File: src/rtl/output_serializer.sv
// output_serializer: small block FIFO feeding a word shifter that streams each
// cipher block out as BLOCK_W/OUT_W words over a valid/ready handshake.
module output_serializer #(
   parameter int BLOCK_W   = 128,
   parameter int OUT_W     = 8,
   parameter int DEPTH     = 2,
   parameter bit MSB_FIRST = 1'b1
) (
   input  logic               clk,
   input  logic               rst_,
   input  logic               in_valid,
   input  logic [BLOCK_W-1:0] in_block,
   output logic               in_ready,
   output logic [OUT_W-1:0]   out_data,
   output logic               out_valid,
   input  logic               out_ready,
   output logic               block_done,
   output logic               busy,
   output logic               overflow
);
   localparam int WORDS = BLOCK_W / OUT_W;
   localparam int IDX_W = (WORDS > 1) ? $clog2(WORDS) : 1;
   localparam int PTR_W = (DEPTH > 1) ? $clog2(DEPTH) : 1;
   localparam int CNT_W = $clog2(DEPTH + 1);
   localparam logic [IDX_W-1:0] LAST_IDX = IDX_W'(WORDS - 1);
   localparam logic [PTR_W-1:0] LAST_PTR = PTR_W'(DEPTH - 1);
   localparam logic [CNT_W-1:0] FULL_CNT = CNT_W'(DEPTH);

   typedef enum logic [0:0] {ST_IDLE = 1'b0, ST_SEND = 1'b1} state_e;

   state_e             state_q, state_d;
   logic [BLOCK_W-1:0] mem_q [DEPTH];
   logic [PTR_W-1:0]   wr_ptr_q, wr_ptr_d;
   logic [PTR_W-1:0]   rd_ptr_q, rd_ptr_d;
   logic [CNT_W-1:0]   count_q, count_d;
   logic [BLOCK_W-1:0] shift_q, shift_d;
   logic [IDX_W-1:0]   idx_q, idx_d;
   logic               block_done_q, block_done_d;
   logic               overflow_q, overflow_d;

   logic               push_s;
   logic               pop_s;
   logic               accept_s;
   logic               last_s;
   logic               fifo_empty_s;
   logic [OUT_W-1:0]   head_word_s;
   logic [BLOCK_W-1:0] shift_adv_s;

   // Word ordering: the head word always sits at one end of the shifter and
   // the shifter moves one word towards it per accepted word.
   generate
      if (MSB_FIRST) begin : g_msb_first
         assign head_word_s = shift_q[BLOCK_W-1 -: OUT_W];
         assign shift_adv_s = shift_q << OUT_W;
      end else begin : g_lsb_first
         assign head_word_s = shift_q[OUT_W-1:0];
         assign shift_adv_s = shift_q >> OUT_W;
      end
   endgenerate

   // Space is judged on the registered count only, so a same-cycle pop never
   // frees room for that cycle's write.
   assign in_ready     = (count_q != FULL_CNT);
   assign fifo_empty_s = (count_q == {CNT_W{1'b0}});
   assign push_s       = in_valid & in_ready;
   assign accept_s     = (state_q == ST_SEND) & out_ready;
   assign last_s       = accept_s & (idx_q == LAST_IDX);

   assign out_valid  = (state_q == ST_SEND);
   assign out_data   = out_valid ? head_word_s : {OUT_W{1'b0}};
   assign block_done = block_done_q;
   assign overflow   = overflow_q;
   assign busy       = ~fifo_empty_s | (state_q == ST_SEND);

   // Serializer FSM: decides when to pop a block and advances the shifter.
   always_comb begin
      state_d = state_q;
      shift_d = shift_q;
      idx_d   = idx_q;
      pop_s   = 1'b0;
      case (state_q)
         ST_IDLE: begin
            if (!fifo_empty_s) begin
               pop_s   = 1'b1;
               state_d = ST_SEND;
            end else begin
               state_d = ST_IDLE;
            end
         end
         ST_SEND: begin
            if (last_s) begin
               if (!fifo_empty_s) begin
                  pop_s   = 1'b1;
                  state_d = ST_SEND;
               end else begin
                  state_d = ST_IDLE;
               end
            end else begin
               state_d = ST_SEND;
            end
         end
         default: begin
            state_d = ST_IDLE;
         end
      endcase
      if (pop_s) begin
         shift_d = mem_q[rd_ptr_q];
         idx_d   = {IDX_W{1'b0}};
      end else if (accept_s) begin
         shift_d = shift_adv_s;
         idx_d   = idx_q + IDX_W'(1);
      end else begin
         shift_d = shift_q;
         idx_d   = idx_q;
      end
   end

   // FIFO bookkeeping: pointer wrap, occupancy and sticky drop flag.
   always_comb begin
      wr_ptr_d     = wr_ptr_q;
      rd_ptr_d     = rd_ptr_q;
      count_d      = count_q;
      block_done_d = last_s;
      overflow_d   = overflow_q | (in_valid & ~in_ready);
      if (push_s) begin
         wr_ptr_d = (wr_ptr_q == LAST_PTR) ? {PTR_W{1'b0}} : wr_ptr_q + PTR_W'(1);
      end else begin
         wr_ptr_d = wr_ptr_q;
      end
      if (pop_s) begin
         rd_ptr_d = (rd_ptr_q == LAST_PTR) ? {PTR_W{1'b0}} : rd_ptr_q + PTR_W'(1);
      end else begin
         rd_ptr_d = rd_ptr_q;
      end
      case ({push_s, pop_s})
         2'b10:   count_d = count_q + CNT_W'(1);
         2'b01:   count_d = count_q - CNT_W'(1);
         default: count_d = count_q;
      endcase
   end

   // Block storage; contents are meaningless until counted, so no reset.
   always_ff @(posedge clk) begin
      if (push_s) begin
         mem_q[wr_ptr_q] <= in_block;
      end
   end

   // State registers; asynchronous reset discards any partial block.
   always_ff @(posedge clk or negedge rst_) begin
      if (!rst_) begin
         state_q      <= ST_IDLE;
         wr_ptr_q     <= {PTR_W{1'b0}};
         rd_ptr_q     <= {PTR_W{1'b0}};
         count_q      <= {CNT_W{1'b0}};
         shift_q      <= {BLOCK_W{1'b0}};
         idx_q        <= {IDX_W{1'b0}};
         block_done_q <= 1'b0;
         overflow_q   <= 1'b0;
      end else begin
         state_q      <= state_d;
         wr_ptr_q     <= wr_ptr_d;
         rd_ptr_q     <= rd_ptr_d;
         count_q      <= count_d;
         shift_q      <= shift_d;
         idx_q        <= idx_d;
         block_done_q <= block_done_d;
         overflow_q   <= overflow_d;
      end
   end

endmodule

File: config.mk
export PLATFORM = sky130hd
export DESIGN_NAME = output_serializer
export DESIGN_NICKNAME = d
export VERILOG_FILES = /design/src/rtl/output_serializer.sv
export SDC_FILE = /design/constraint.sdc
export NUM_CORES = 1
export LEC_CHECK = 0
export ABC_AREA = 1
export BUFFER_PORTS_ARGS = -buffer_cell sky130_fd_sc_hd__buf_2
export CORE_MARGIN = 5
export CORE_UTILIZATION = 29
export CTS_CLUSTER_SIZE = 14
export DETAILED_ROUTE_END_ITERATION = 8
export MAX_ROUTING_LAYER = met4
export REMOVE_ABC_BUFFERS = 1
export SYNTH_ARGS = -nofsm -noshare
export SYNTH_HDL_FRONTEND = slang
export SYNTH_SLANG_ARGS = --single-unit
File: constraint.sdc
create_clock -name clk -period 7.8 [get_ports clk]
set_input_delay 2.34 -clock clk [delete_from_list [all_inputs] [get_ports clk]]
set_output_delay 2.34 -clock clk [all_outputs]
set_load 0.05 [all_outputs]
==> flow_summary.yaml, run 1 <==
die:
  start_util_pct: 29.2
  core_area_sq_um: 56300
  die_height_um: 248
  rows: 87
  die_w_um: 248
  die_area_sq_um: 61500
  io_pins: 145
sta:
  relSlewSlack_pct: 20.1
  worstMarginPinSlew_ns: 1.20
  hold_viol: 0
  fin_crit_ns: 4.38
  finClkSkew_ns: 0.0207
  setup_viol: 0
  max_freq_mhz: 228
  fin_crit_sh_pct: 56.2
  slew_viol_final: 0
  rsz0062_at_grt: "no"
  finalSetupTns_ns: 0
  setup_ws_ns: 3.42
routing:
  avgViaCountPerCell: 4.38
  final_antenna_net_count: 0
  totalWireLength_um: 38800
  via_count: 11200
  routedWlPerCell_um: 15.2
  route.detailed.drc: 0
  dr.pass1.iters: 4
  drt_iter0_markers: 614
clock_network:
  clk_latency_ns: 0.56
  cts_setup_buffers: 0
  hold_buffers: 0
  clk_pin_slew_ns: 0.06
  root_buffer: "clkbuf_16"
  htree_levels: 2
  cts_tree: "yes"
  clockBufferDepth: 3
  cts_buffers: 45
  cts.sinks: 395
  cts_resized: 0
synthesis:
  synth_top_area_share_pct: 46.8
  ys_seq_area_share_pct: 67.9
  synth_xor_xnor_area_share_pct: 0.160
  synth_top_family_by_area: "simple AND/OR/NAND/NOR gates"
  yosys-top-cells-area: "edfxtp_1 47%, dfrtp_1 21%, nand2_1 14%"
  synth_compound_area_share_pct: 0.860
  yosys_warnings: 0
  synth-seq-cells: 395
  synth_top_area_cell: "edfxtp_1"
  synthMuxAreaShare_pct: 0.487
  synth_fa_ha_area_share_pct: 0.152
  syn_area_sq_um: 16400
  avgSynthCellArea_sq_um: 9.96
  yosys.area_share.simple_pct: 24.7
  synthCells: 1651
  synth.distinct_cells: 24
global_route:
  grt_pass1_wl_um: 61800
  grt_max_degree: 130
  met1_usage_pct: 16.4
  use_met3_pct: 3.15
  busiest_layer: "met2"
  grt_use_met2_pct: 21.3
  grt_overflow: 0
  grt_pass1_vias: 11200
  gr-usage-all-layers_pct: 13.0
  antenna_found_initial: 5
power_and_ir_drop:
  p_seq_share_pct: 45.2
  combPwrFrac_pct: 24.8
  clkPwrFrac_pct: 30.1
  power_density_nw_per_um2: 357
  ir_worst_vdd_mv: 0.265
  p_int_mw: 4.59
  switching_share_pct: 33.4
  p_sw_mw: 2.30
  leakagePower_nw: 8.23
  power_mw: 6.89
place:
  detailed_place_hpwl_um: 21500
  placed_area_sq_um: 17800
  port_buffers: 144
  gp_congestion: 0.725
  place_ws_ns: 2.92
finish:
  design_area_sq_um: 19300
  fillCellCount: 5745
  finalNetCount: 1895
  mostFrequentLayoutCells: "628 x nand2_1, 256 x edfxtp_1, 233 x nand3_1"
  area_growth_pct: 17.3
  final_common_cell: "nand2_1"
  fin_util_pct: 34.3
  drive_above_1_share_pct: 13.6
worst_setup_path:
  r2r_slack_ns: 4.58
  start_kind: "flop"
  worstPathMaxFanout: 41
  worst-setup-path-type: "reg2out"
  arrival_ns: 2.04
  cp-end-kind: "output port"
  worstPathRequired_ns: 5.46
flow_run:
  cap_violations: 0
hold_path:
  holdCritPathClass: "reg2reg"
run_status:
  status: "finished, final reports clean"
## stage by stage
stage               hold slack, ns  cells
floorplan                    0.449   1556
global placement             0.455   2470
global route                 0.498   2558
finish                       0.466   2558
detailed placement           0.464   2470
CTS                          0.474   2553
## cells in the mapped netlist
cell type  instances
nand2_1          629
edfxtp_1         256
nand3_1          233
dfrtp_1          139
inv_1            126
nor2_1           121
buf_2             59
clkbuf_1          20
o21ai_0           18
buf_1              9
or2_2              9
mux2i_1            8
buf_4              7
a21oi_1            3
ha_1               2
inv_2              2
nand2_2            2
xor2_1             2
a21oi_2            1
a31o_2             1
nand4_1            1
nor3_1             1
o21bai_4           1
xnor2_1            1
## routing by layer
metal / wire, um / vias to the layer above / share of wire [%]
li1: - / 5558 / -
met1: 17400 / 5397 / 45
met2: 18600 / 191 / 48
met3: 2010 / 54 / 5.2
met4: 741 / 0 / 1.9
met5: 0 / - / 0
## state kept, by name, indices dropped and copies added (netlist names)
name / count
wr_ptr_q: 1
count_q: 2
rd_ptr_q: 1
out_valid: 1
idx_q: 4
overflow: 1
mem_q: 256
block_done: 1
shift_q: 128
## cell type report
type / count / area [sq um] / area share, %
inverters: 128 / 485 / 2.52
multi-input cells: 1033 / 4390 / 22.8
flip-flops and latches: 395 / 11200 / 57.9
well taps: 756 / 946 / 4.91
diodes: 5 / 12.5 / 0.0649
clock buffers: 56 / 1170 / 6.06
clock inverters: 27 / 273 / 1.41
repair buffers: 158 / 832 / 4.32
## critical path, cell delays in order, from the launching register on
cell and delay [ns]:
dfrtp_1 0.39, inv_1 0.11, nand2_4 0.45, inv_1 0.15, nand2_1 0.11, buf_2 0.26
## kinds of logic after synthesis
group / Yosys count
AOI/OAI and AO/OA: 24
muxes: 8
buffers and inverters: 223
DFF: 395
xor gates and xnor gates: 3
adders and majority gates: 2
and+or+nand+nor: 996
## power by group through the flow
stage / Combinational, mW / Sequential [mW] / Clock, mW
6_report: 1.71 / 3.11 / 2.07
5_1_grt: 1.97 / 3.17 / 2.23
4_1_cts: 1.77 / 3.11 / 2.14
3_5_place_dp: 1.76 / 3.15 / 0
3_3_place_gp: 1.72 / 3.13 / 0
2_1_floorplan: 1.16 / 3.21 / 0
## final timing paths
kind / start / to / cells past startpoint
worst max-delay path: count_q[0] / busy / 5
worst max register to register: out_valid / shift_q[71] / 7
worst min register to register: overflow / overflow / 1
worst min-delay path: overflow / overflow / 1
min in group asynchronous: rst_ / shift_q[106] / 1
max in group asynchronous: rst_ / shift_q[27] / 2
No activity file was read; power rests on OpenSTA's default activity.
==> inputs of run 2 (changes only) <==
==> constraint.sdc (replaced) <==
create_clock -name clk -period 4.1 [get_ports clk]
set_input_delay 1.23 -clock clk [delete_from_list [all_inputs] [get_ports clk]]
set_output_delay 1.23 -clock clk [all_outputs]
set_load 0.05 [all_outputs]
==> run 2 against run 1 <==
Effect of this change: clock skew decreased by 0.0018 ns; sequential share of layout area fell by 0.37 points; wire length rose by 0.20%; hold slack improved by 0.0054 ns; critical path type unchanged; largest cell class unchanged; largest power group unchanged.
==> flow_summary.yaml, run 2 (same netlist as run 1, synthesis figures left out) <==
die:
  start_util_pct: 29.2
  io_pins: 145
  die_w_um: 248
  core_area_sq_um: 56300
  rows: 87
  die_height_um: 248
  die_area_sq_um: 61500
clock_network:
  cts_buffers: 45
  cts.sinks: 395
  clk_latency_ns: 0.56
  root_buffer: "clkbuf_16"
  htree_levels: 2
  hold_buffers: 0
  clk_pin_slew_ns: 0.06
  cts_setup_buffers: 0
  cts_resized: 0
  cts_tree: "yes"
  clockBufferDepth: 3
routing:
  dr.pass1.iters: 5
  avgViaCountPerCell: 4.42
  route.detailed.drc: 0
  routedWlPerCell_um: 15.2
  totalWireLength_um: 38800
  final_antenna_net_count: 0
  via_count: 11300
  drt_iter0_markers: 721
finish:
  finalNetCount: 1900
  fin_util_pct: 34.5
  top_register: "mem_q"
  drive_above_1_share_pct: 13.9
  final_common_cell: "nand2_1"
  fillCellCount: 5705
  area_growth_pct: 18.0
  mostFrequentLayoutCells: "628 x nand2_1, 256 x edfxtp_1, 233 x nand3_1"
  design_area_sq_um: 19400
  largest_registers: "mem_q (256), shift_q (128), idx_q (4)"
  largest_reg_flops: 256
  instances_no_fill: 2560
worst_setup_path:
  worstPathMaxFanout: 36
  r2r_end: "shift_q[72]"
  worstPathRequired_ns: 2.87
  arrival_ns: 2.01
  cp-end-kind: "output port"
  start_kind: "flop"
  r2r_slack_ns: 1.51
  reg2reg_depth: 7
  r2r_start: "count_q[0]"
  worst-setup-path-type: "reg2out"
sta:
  rsz0062_at_grt: "no"
  hold_ws_ns: 0.472
  setup_viol: 0
  finalSetupTns_ns: 0
  finClkSkew_ns: 0.0189
  worstMarginPinSlew_ns: 1.07
  slew_viol_final: 0
  fin_crit_sh_pct: 79.0
  hold_viol: 0
  relSlewSlack_pct: 28.4
  max_freq_mhz: 309
  fin_crit_ns: 3.24
hold_path:
  holdCritPathClass: "reg2reg"
  hold_end: "overflow"
  hold_path_startpoint: "overflow"
  min_path_cells: 1
place:
  placed_area_sq_um: 18000
  port_buffers: 144
  dp.cells: 2475
  detailed_place_hpwl_um: 21600
  gp_congestion: 0.689
run_status:
  status: "finished, final reports clean"
power_and_ir_drop:
  leakagePower_nw: 8.28
  ir_worst_vdd_mv: 0.492
  power_density_nw_per_um2: 676
global_route:
  grt_max_degree: 130
  antenna_found_initial: 2
  grt_pass1_wl_um: 62200
  gr-usage-all-layers_pct: 13.1
  grt_overflow: 0
  grt_pass1_vias: 11500
flow_run:
  cap_violations: 0
[run 2: cell count changes in the layout (fill, tap and decap cells not counted), sizes merged]
cell,previous run,this run
diode,5,2
buf,158,163
bufinv,5,1
clkinvlp,1,2
clkinv,19,14
clkbuf,56,65
inv,130,129
[run 2: layer usage]
layer  global-route usage, %  up-vias  routed length [um]
met2                    21.1      210               18200
li1                        -     5569                   -
met4                    3.79        0                 868
met5                       -        -                   0
met3                    2.55       61                1970
met1                    16.9     5475               17800
[run 2: worst max path at each step]
stage | from | end | slack (ns) | cells past startpoint
5_1_grt | count_q[0] | busy | 0.65 | 5
4_1_cts | count_q[0] | busy | 0.78 | 5
3_3_place_gp | out_ready | shift_q[3] | 1.09 | 7
3_5_place_dp | out_ready | shift_q[3] | 0.98 | 7
6_report | count_q[0] | busy | 0.86 | 5
2_1_floorplan | in_valid | mem_q[1][0] | -3.21 | 2
[run 2: stage by stage]
step	setup WS (ns)	total power, mW
after global placement	1.09	9.30
final	0.863	13.1
after CTS	0.779	13.4
after floorplan	-3.21	8.30
after global routing	0.653	14.0
after detailed placement	0.981	9.41
[run 2: layout make-up]
cell class                      count  area [sq um]  share of cell area (%)
Sequential cell                   395         11200                    57.6
Multi-Input combinational cell   1033          4390                    22.6
Clock buffer                       65          1290                    6.67
Timing Repair Buffer              163           970                    5.00
Tap cell                          756           946                    4.88
Inverter                          128           485                    2.50
Clock inverter                     18           139                   0.716
Antenna cell                        2          5.00                  0.0258
[run 2: where the power goes]
group	internal (mW)	switching (mW)	leakage, nW
registers	5.47	0.481	4.22
logic	0.964	2.32	3.36
clock network	2.26	1.61	0.701
total	8.70	4.41	8.28
[run 2: worst max-delay path, stage by stage, from the launching register on]
cell	delay, ns
dfrtp_1	0.39
inv_1	0.11
nand2_4	0.43
inv_1	0.14
nand2_1	0.09
buf_2	0.26
